`src/rtl/clk_en_rst_pkg.sv`:
```
// Shared types and helpers for the clock-enable / reset sequencer.
package clk_en_rst_pkg;

  typedef enum logic [1:0] {
    ST_POR     = 2'd0,
    ST_RELEASE = 2'd1,
    ST_RUN     = 2'd2,
    ST_SOFT    = 2'd3
  } seq_state_t;

  // A divide ratio of zero behaves as divide-by-one.
  function automatic logic [31:0] ratio_sanitize(input logic [31:0] ratio);
    return (ratio == 32'd0) ? 32'd1 : ratio;
  endfunction

endpackage

```
`src/rtl/clk_en_div.sv`:
```
// Single-channel clock-enable divider. The ratio is double-buffered: loads
// land in a shadow register and reach the active ratio only at a period
// boundary, or immediately while the channel is held in reset.
module clk_en_div
  import clk_en_rst_pkg::*;
#(
  parameter int               DIV_W      = 16,
  parameter logic [DIV_W-1:0] RATIO_INIT = 2
) (
  input  logic             clock,
  input  logic             rst_n,
  input  logic             run,
  input  logic             load,
  input  logic [DIV_W-1:0] value,
  output logic             en,
  output logic             phase
);

  localparam logic [DIV_W-1:0] INIT_SAN = DIV_W'(ratio_sanitize(32'(RATIO_INIT)));

  logic [DIV_W-1:0] shadow;
  logic [DIV_W-1:0] shadow_nxt;
  logic [DIV_W-1:0] active;
  logic [DIV_W-1:0] cnt;
  logic             wrap;

  // Shadow value as it will be after this edge; a load coinciding with a
  // wrap is picked up by the next period, not the one that is ending.
  always_comb begin
    shadow_nxt = shadow;
    if (load) shadow_nxt = DIV_W'(ratio_sanitize(32'(value)));
  end

  assign wrap = (cnt == active - 1'b1);

  // Period counter, enable pulse, phase toggle and ratio hand-over.
  always_ff @(posedge clock or negedge rst_n) begin
    if (!rst_n) begin
      shadow <= INIT_SAN;
      active <= INIT_SAN;
      cnt    <= '0;
      en     <= 1'b0;
      phase  <= 1'b0;
    end else begin
      shadow <= shadow_nxt;
      if (!run) begin
        cnt    <= '0;
        en     <= 1'b0;
        phase  <= 1'b0;
        active <= shadow_nxt;
      end else if (wrap) begin
        cnt    <= '0;
        en     <= 1'b1;
        phase  <= ~phase;
        active <= shadow_nxt;
      end else begin
        cnt <= cnt + 1'b1;
        en  <= 1'b0;
      end
    end
  end

endmodule

```
`src/rtl/clk_en_rst_seq.sv`:
```
// Clock-enable and reset sequencer: holds all channels in reset for a
// power-on delay, releases them one by one, then runs until a soft reset.
//
// state   | meaning
// --------+------------------------------------------------------------
// POR     | power-on delay, all channels in reset
// RELEASE | step counter running, channel i released at step i*STAGGER
// RUN     | all channels released, ready high
// SOFT    | soft reset: all channels back in reset for STAGGER cycles
module clk_en_rst_seq
  import clk_en_rst_pkg::*;
#(
  parameter int                      CH_NUM     = 4,
  parameter int                      DIV_W      = 16,
  parameter logic [CH_NUM*DIV_W-1:0] DIV_INIT   = {CH_NUM{16'd2}},
  parameter int                      POR_CYCLES = 64,
  parameter int                      STAGGER    = 8
) (
  input  logic              clock,
  input  logic              rst_n,
  input  logic              soft_rst_req,
  input  logic [CH_NUM-1:0] div_load,
  input  logic [DIV_W-1:0]  div_value,
  output logic [CH_NUM-1:0] ch_en,
  output logic [CH_NUM-1:0] ch_phase,
  output logic [CH_NUM-1:0] ch_rst_n,
  output logic              ready,
  output logic [1:0]        seq_state
);

  localparam logic [31:0] LAST_STEP = 32'((CH_NUM - 1) * STAGGER);

  seq_state_t        state;
  logic [31:0]       timer;
  logic [31:0]       step;
  logic [CH_NUM-1:0] rel_hit;

  assign seq_state = state;

  // Channels whose release slot matches the current step.
  always_comb begin
    rel_hit = '0;
    for (int i = 0; i < CH_NUM; i++) begin
      rel_hit[i] = (step == 32'(i * STAGGER));
    end
  end

  // Sequencer FSM with down-counting delay timer and up-counting release step.
  always_ff @(posedge clock or negedge rst_n) begin
    if (!rst_n) begin
      state    <= ST_POR;
      timer    <= 32'(POR_CYCLES - 1);
      step     <= '0;
      ch_rst_n <= '0;
      ready    <= 1'b0;
    end else begin
      case (state)
        ST_POR: begin
          if (timer == 32'd0) begin
            state <= ST_RELEASE;
            step  <= '0;
          end else begin
            timer <= timer - 1'b1;
          end
        end
        ST_RELEASE: begin
          ch_rst_n <= ch_rst_n | rel_hit;
          if (step == LAST_STEP) state <= ST_RUN;
          else                   step  <= step + 1'b1;
        end
        ST_RUN: begin
          if (soft_rst_req) begin
            state    <= ST_SOFT;
            timer    <= 32'(STAGGER - 1);
            ch_rst_n <= '0;
            ready    <= 1'b0;
          end else begin
            ready <= 1'b1;
          end
        end
        ST_SOFT: begin
          ch_rst_n <= '0;
          ready    <= 1'b0;
          if (timer == 32'd0) begin
            state <= ST_RELEASE;
            step  <= '0;
          end else begin
            timer <= timer - 1'b1;
          end
        end
        default: state <= ST_POR;
      endcase
    end
  end

  for (genvar i = 0; i < CH_NUM; i++) begin : g_ch
    clk_en_div #(
      .DIV_W      (DIV_W),
      .RATIO_INIT (DIV_INIT[i*DIV_W +: DIV_W])
    ) u_div (
      .clock (clock),
      .rst_n (rst_n),
      .run   (ch_rst_n[i]),
      .load  (div_load[i]),
      .value (div_value),
      .en    (ch_en[i]),
      .phase (ch_phase[i])
    );
  end

endmodule
```
`config.mk`:
```
export PLATFORM = sky130hd
export DESIGN_NAME = clk_en_rst_seq
export DESIGN_NICKNAME = d
export VERILOG_FILES = /design/src/rtl/clk_en_rst_pkg.sv /design/src/rtl/clk_en_div.sv /design/src/rtl/clk_en_rst_seq.sv
export SDC_FILE = /design/constraint.sdc
export NUM_CORES = 1
export LEC_CHECK = 0
export CAP_MARGIN = 0
export CORE_MARGIN = 2
export CORE_UTILIZATION = 35
export DETAILED_ROUTE_END_ITERATION = 8
export SLEW_MARGIN = 15
export SYNTH_ARGS = -nofsm -noshare
export SYNTH_HDL_FRONTEND = slang
export SYNTH_SLANG_ARGS = --single-unit
```
`constraint.sdc`:
```
create_clock -name clock -period 3.7 [get_ports clock]
set_clock_uncertainty 0.2 [all_clocks]
set_input_delay 1.11 -clock clock [delete_from_list [all_inputs] [get_ports clock]]
set_output_delay 1.11 -clock clock [all_outputs]
set_load 0.03 [all_outputs]
```
== Yosys cells after proc, flatten, opt, wreduce, memory -nomap -nowiden ==
Cells that the tools add are included.
Storage, ports and cells
  bits in registers: 271
  input bits: 23
  output and inout port bits: 15
  logic and storage cells: 123
Cells by class
  add/sub/neg operators: 10
  eq/ne operators: 19
  mux-type cells: 51
  bitwise gates (word level): 5
  reduce and logical (&&, ||, !) cells: 13
Operators with widths (number)
  16-bit two-way mux: 21
  32-bit two-way mux: 4
  32-bit case mux with 2 select lines: 2
  16-bit by 1-bit adder with 16-bit output, second input constant: 4
  16-bit equality test: 4
  32-bit by 5-bit equality test with 1-bit output, second input constant: 2
  32-bit logical NOT: 2
  16-bit by 1-bit subtractor with 16-bit output, second input constant: 4
  32-bit by 1-bit adder with 32-bit output, second input constant: 1
  32-bit by 4-bit equality test with 1-bit output, second input constant: 1
  32-bit by 1-bit subtractor with 32-bit output, second input constant: 1
  1-bit two-way mux: 17
  16-bit logical NOT: 1
  4-bit case mux with 3 select lines: 1
  2-bit by 1-bit inequality test with 1-bit output, second input constant: 5
  3-bit AND reduction: 3
  2-bit inequality test, second input constant: 4
  2-bit two-way mux: 3
  2-bit case mux with 3 select lines: 1
  2-bit nonzero test: 3
  2-bit equality test, second input constant: 2
  4-bit two-way mux: 1
  1-bit inverter: 4
  4-bit bitwise OR: 1
  other kinds (6): 6

== Depth between registers and ports, before layout ==
  word-level depth: 5
  gate-level depth with buffers: 12
  depth with buffers taken out: 9

== Modules after synthesis ==
A second synthesis with hierarchy kept.
Second synthesis, totals
  cells, all modules: 1370
  area total of the unflattened synthesis: 14595.2 um^2
Modules (own cells, without submodules)
  clk_en_div at g_ch[1].u_div ...: instances 3, cells each 223, area an instance 2577.5 um^2, seq. area each 1253.7 um^2
  clk_en_rst_seq: instances 1, cells each 471, area an instance 4205.3 um^2, seq. area each 1784.2 um^2
  clk_en_div at g_ch[0].u_div: instances 1, cells each 230, area an instance 2657.5 um^2, seq. area each 1253.7 um^2

== Worst setup path before layout ==
Ideal clock, no wire load.
  path kind: register -> register
  start: register g_ch[2].u_div.active[0]
  end: register g_ch[2].u_div.active[10]
  data arrival time: 3.338 ns
  data required time: 3.375 ns
  slack: 0.037 ns
  cell stages (with the launch flop): 11
  buffers on the path: 1
  period minus slack after synthesis: 3.663 ns
  cell sequence: dfrtp_1 -> inv_1 -> ha_1 -> or4b_2 -> o41ai_1 -> xnor2_1 -> a32oi_1 -> or4_4 -> o31ai_4 -> buf_6 -> mux2_4
On the way
  longest elaborated chain between the ends: 3
Ends and longest elaborated chain
  start, declared: RTL line clk_en_div.sv:23  | logic [DIV_W-1:0] active;
  start signal, assigned: RTL line clk_en_div.sv:50  | active <= shadow_nxt;
  start signal, assigned: RTL line clk_en_div.sv:55  | active <= shadow_nxt;
  16-bit by 1-bit subtractor with 16-bit output: RTL line clk_en_div.sv:34  | assign wrap = (cnt == active - 1'b1);
  16-bit equality test: RTL line clk_en_div.sv:34
  2-bit by 1-bit inequality test with 1-bit output (no line)
Every way passes these cells.
A chain may end at the register's enable or synchronous reset.

== Worst setup path after layout ==
  start: register g_ch[2].u_div.active[0]
  end: register g_ch[2].u_div.active[15]
The elaborated chain is that of the path after synthesis.

==> qor.yml <==
crit_start: "g_ch[2].u_div.active[0]"
final_cell_mix: "dfrtp_1 (257), nor2_1 (175), mux2_2 (117)"
hold-path-cell-count: 1
dp_cells: 1924
async_reset_ff_frac: 1.00
drv_cap: 0
dr_total_vias: 10200
grt_max_degree: 69
fp.dieH_um: 206
final_util: 0.407
rows: 74
drive_above_1_share: 0.187
instances_no_fill: 1982
yosysUniqueCellTypes: 77
cp_max_fo: 16
antenna_found_initial: 0
hold_path_end: "g_ch[0].u_div.shadow[15]"
clkPwrFrac: 0.313
tightest_slew_ps: 766
slew_violations: 0
power.switching_mw: 3.55
reg2reg_depth: 10
syn_avg_cell_area_sq_um: 10.4
area_delta_synth_final_pct: 15.7
grt-ovfl-total: 0
cts_buffer_depth: 3
wirelength_mm: 30.9
initial_core_util: 0.352
cts_num_sinks: 271
cp_data_required_time_ps: 3940
syn_nets: 1417
multi_input_area_sq_um: 7020
hpwlAfterDp_mm: 21.4
die_width_um: 206
coreArea_sq_um: 40600
irDropWorstVdd_mv: 0.514
synthCells: 1378
fp.dieArea_sq_um: 42400
place_congestion: 0.834
first_global_vias: 10300
setup_viol: 0
yosysSeqAreaShare: 0.476
drt_iter0_drc: 622
critPathLaunchType: "register"
vias_per_cell: 5.13
synth_ff_type: "dfrtp_1"
layout_commonest_cell: "dfrtp_1"
yosysWarnings: 0
synth_edf_count: 0
fin_nets: 1465
p_int_mw: 6.81
rrSetupSlack_ps: 220
ant_nets: 0
io_buffers: 37
period_share: 0.939
post-route-min-period_ps: 3480
path_clk_slew_ps: 60
critPathArrivalTime_ps: 3720
setup_tns_ps: 0
antenna_cells: 0
track_usage: 0.149
rsz0062_at_grt: "no"
grt_pass1_wl_mm: 52.0
p_sw_frac: 0.343
drc: 0
syn-cell-area_sq_um: 14300
dr.pass1.iters: 4
p_comb_frac: 0.301
max_slew_margin: 0.488
seq_power_share: 0.386
cts-root-buf: "clkbuf_16"
reg2reg_from: "g_ch[2].u_div.active[0]"
critical_path_class: "register to register"
ff_latch_area_sq_um: 6800
worstReg2RegEnd: "g_ch[2].u_div.active[15]"
htree_levels: 1
ys_seq_elements: 271
clkLatencyLatePin_ps: 560
status: "complete, no violations"
min_from: "g_ch[0].u_div.shadow[15]"
wl_per_cell_um: 15.6
ios: 38
leakagePower_nw: 6.74
fmax_mhz: 288
p_per_area_nw_per_um2: 627
cts_tree: "built"
cts_buffers: 30
end_kind: "register"
fillerInstances: 3923
hold_slack_ps: 292
hp-class: "register to register"
hold_viol_final: 0
==> final cells by class <==
class,instances,share of cell area
flip-flops and latches,271,0.411
multi-input cells,1002,0.425
clock buffers,36,0.0505
clock inverters,20,0.0160
well taps,532,0.0403
inverters,36,0.00818
repair buffers,85,0.0488
==> per-stage QoR <==
stage                     worst slack (ps)  instance area (sq um)  power, mW
after global routing                  49.4                  16500       11.1
final                                  224                  16500       10.4
after CTS                             22.5                  16500       10.5
after detailed placement             -7.37                  15400       7.15
after global placement                76.7                  15400       7.08
after floorplan                       37.3                  14300       6.22
==> cells in the mapped netlist, types with 11 or more instances <==
master | n | share of area
nand3_1 | 67 | 0.023
nor4_1 | 43 | 0.019
a31oi_1 | 17 | 0.0074
mux2_2 | 117 | 0.092
inv_1 | 36 | 0.0095
a21oi_1 | 32 | 0.011
buf_4 | 13 | 0.0068
nor2b_1 | 12 | 0.0053
clkbuf_1 | 39 | 0.010
nand2_1 | 62 | 0.016
nor2_1 | 175 | 0.046
or3_1 | 21 | 0.0092
nor4b_1 | 11 | 0.0067
dfrtp_1 | 257 | 0.45
nor3_1 | 47 | 0.016
and3_1 | 21 | 0.0092
xnor2_1 | 99 | 0.061
nand4_1 | 20 | 0.0088
xor2_1 | 74 | 0.045
ha_1 | 16 | 0.014
or4_1 | 14 | 0.0074
o21ai_0 | 21 | 0.0074
dfstp_2 | 14 | 0.026
==> sequential cells by signal, summed over array words and instances, names as in the netlist <==
signal             cells
g_ch.u_div.active     64
g_ch.u_div.cnt        64
g_ch.u_div.shadow     64
step                  32
timer                 32
ch_rst_n               4
g_ch.u_div.en          4
g_ch.u_div.phase       4
seq_state              2
ready                  1
==> worst max-delay path, stage by stage, from the launching register on <==
cell and delay [ps]:
dfrtp_1 370, inv_1 70, ha_1 160, or4b_2 660, o41ai_2 260, xnor2_1 160
a32oi_1 120, or4_4 580, o31ai_4 250, buf_12 200, mux2_2 340
==> timing repair <==
| action | in CTS | in global routing |
|---|---|---|
| resized for setup | 1 | 2 |
| setup endpoints to repair | 21 | 23 |
| hold buffers | 0 | 0 |
| pin swaps | 0 | 1 |
| cloned | 0 | 1 |
| setup buffers | 0 | 1 |
==> worst max-delay path by stage <==
stage / slack (ps) / to
2_1_floorplan: 40 / g_ch[2].u_div.active[10]
3_3_place_gp: 80 / g_ch[2].u_div.active[0]
3_5_place_dp: -7 / g_ch[3].u_div.active[9]
4_1_cts: 20 / g_ch[2].u_div.active[0]
5_1_grt: 50 / g_ch[0].u_div.active[12]
6_report: 220 / g_ch[2].u_div.active[15]
==> routing by layer <==
metal,vias up,global-route usage,part of all wire
li1,4955,-,-
met1,5014,0.205,0.48
met2,155,0.245,0.46
met3,43,0.0238,0.038
met4,0,0.0347,0.021
met5,-,0,0
==> power groups by stage <==
| stage | Clock (mW) | Combinational (mW) | Sequential, mW |
|---|---|---|---|
| finish | 3.25 | 3.12 | 4.01 |
| global route | 3.47 | 3.50 | 4.09 |
| CTS | 3.36 | 3.12 | 4.01 |
| detailed placement | 0 | 3.09 | 4.05 |
| global placement | 0 | 3.05 | 4.03 |
| floorplan | 0 | 2.34 | 3.88 |
==> cell families after synthesis <==
group | count (synthesis) | synth area share
AOI/OAI and AO/OA | 132 | 0.0639
xor gates and xnor gates | 173 | 0.106
adders and majority gates | 16 | 0.0140
buffers and inverters | 105 | 0.0345
DFF | 271 | 0.476
muxes | 134 | 0.108
and+or+nand+nor | 547 | 0.197
No activity file was read; power rests on OpenSTA's default activity.
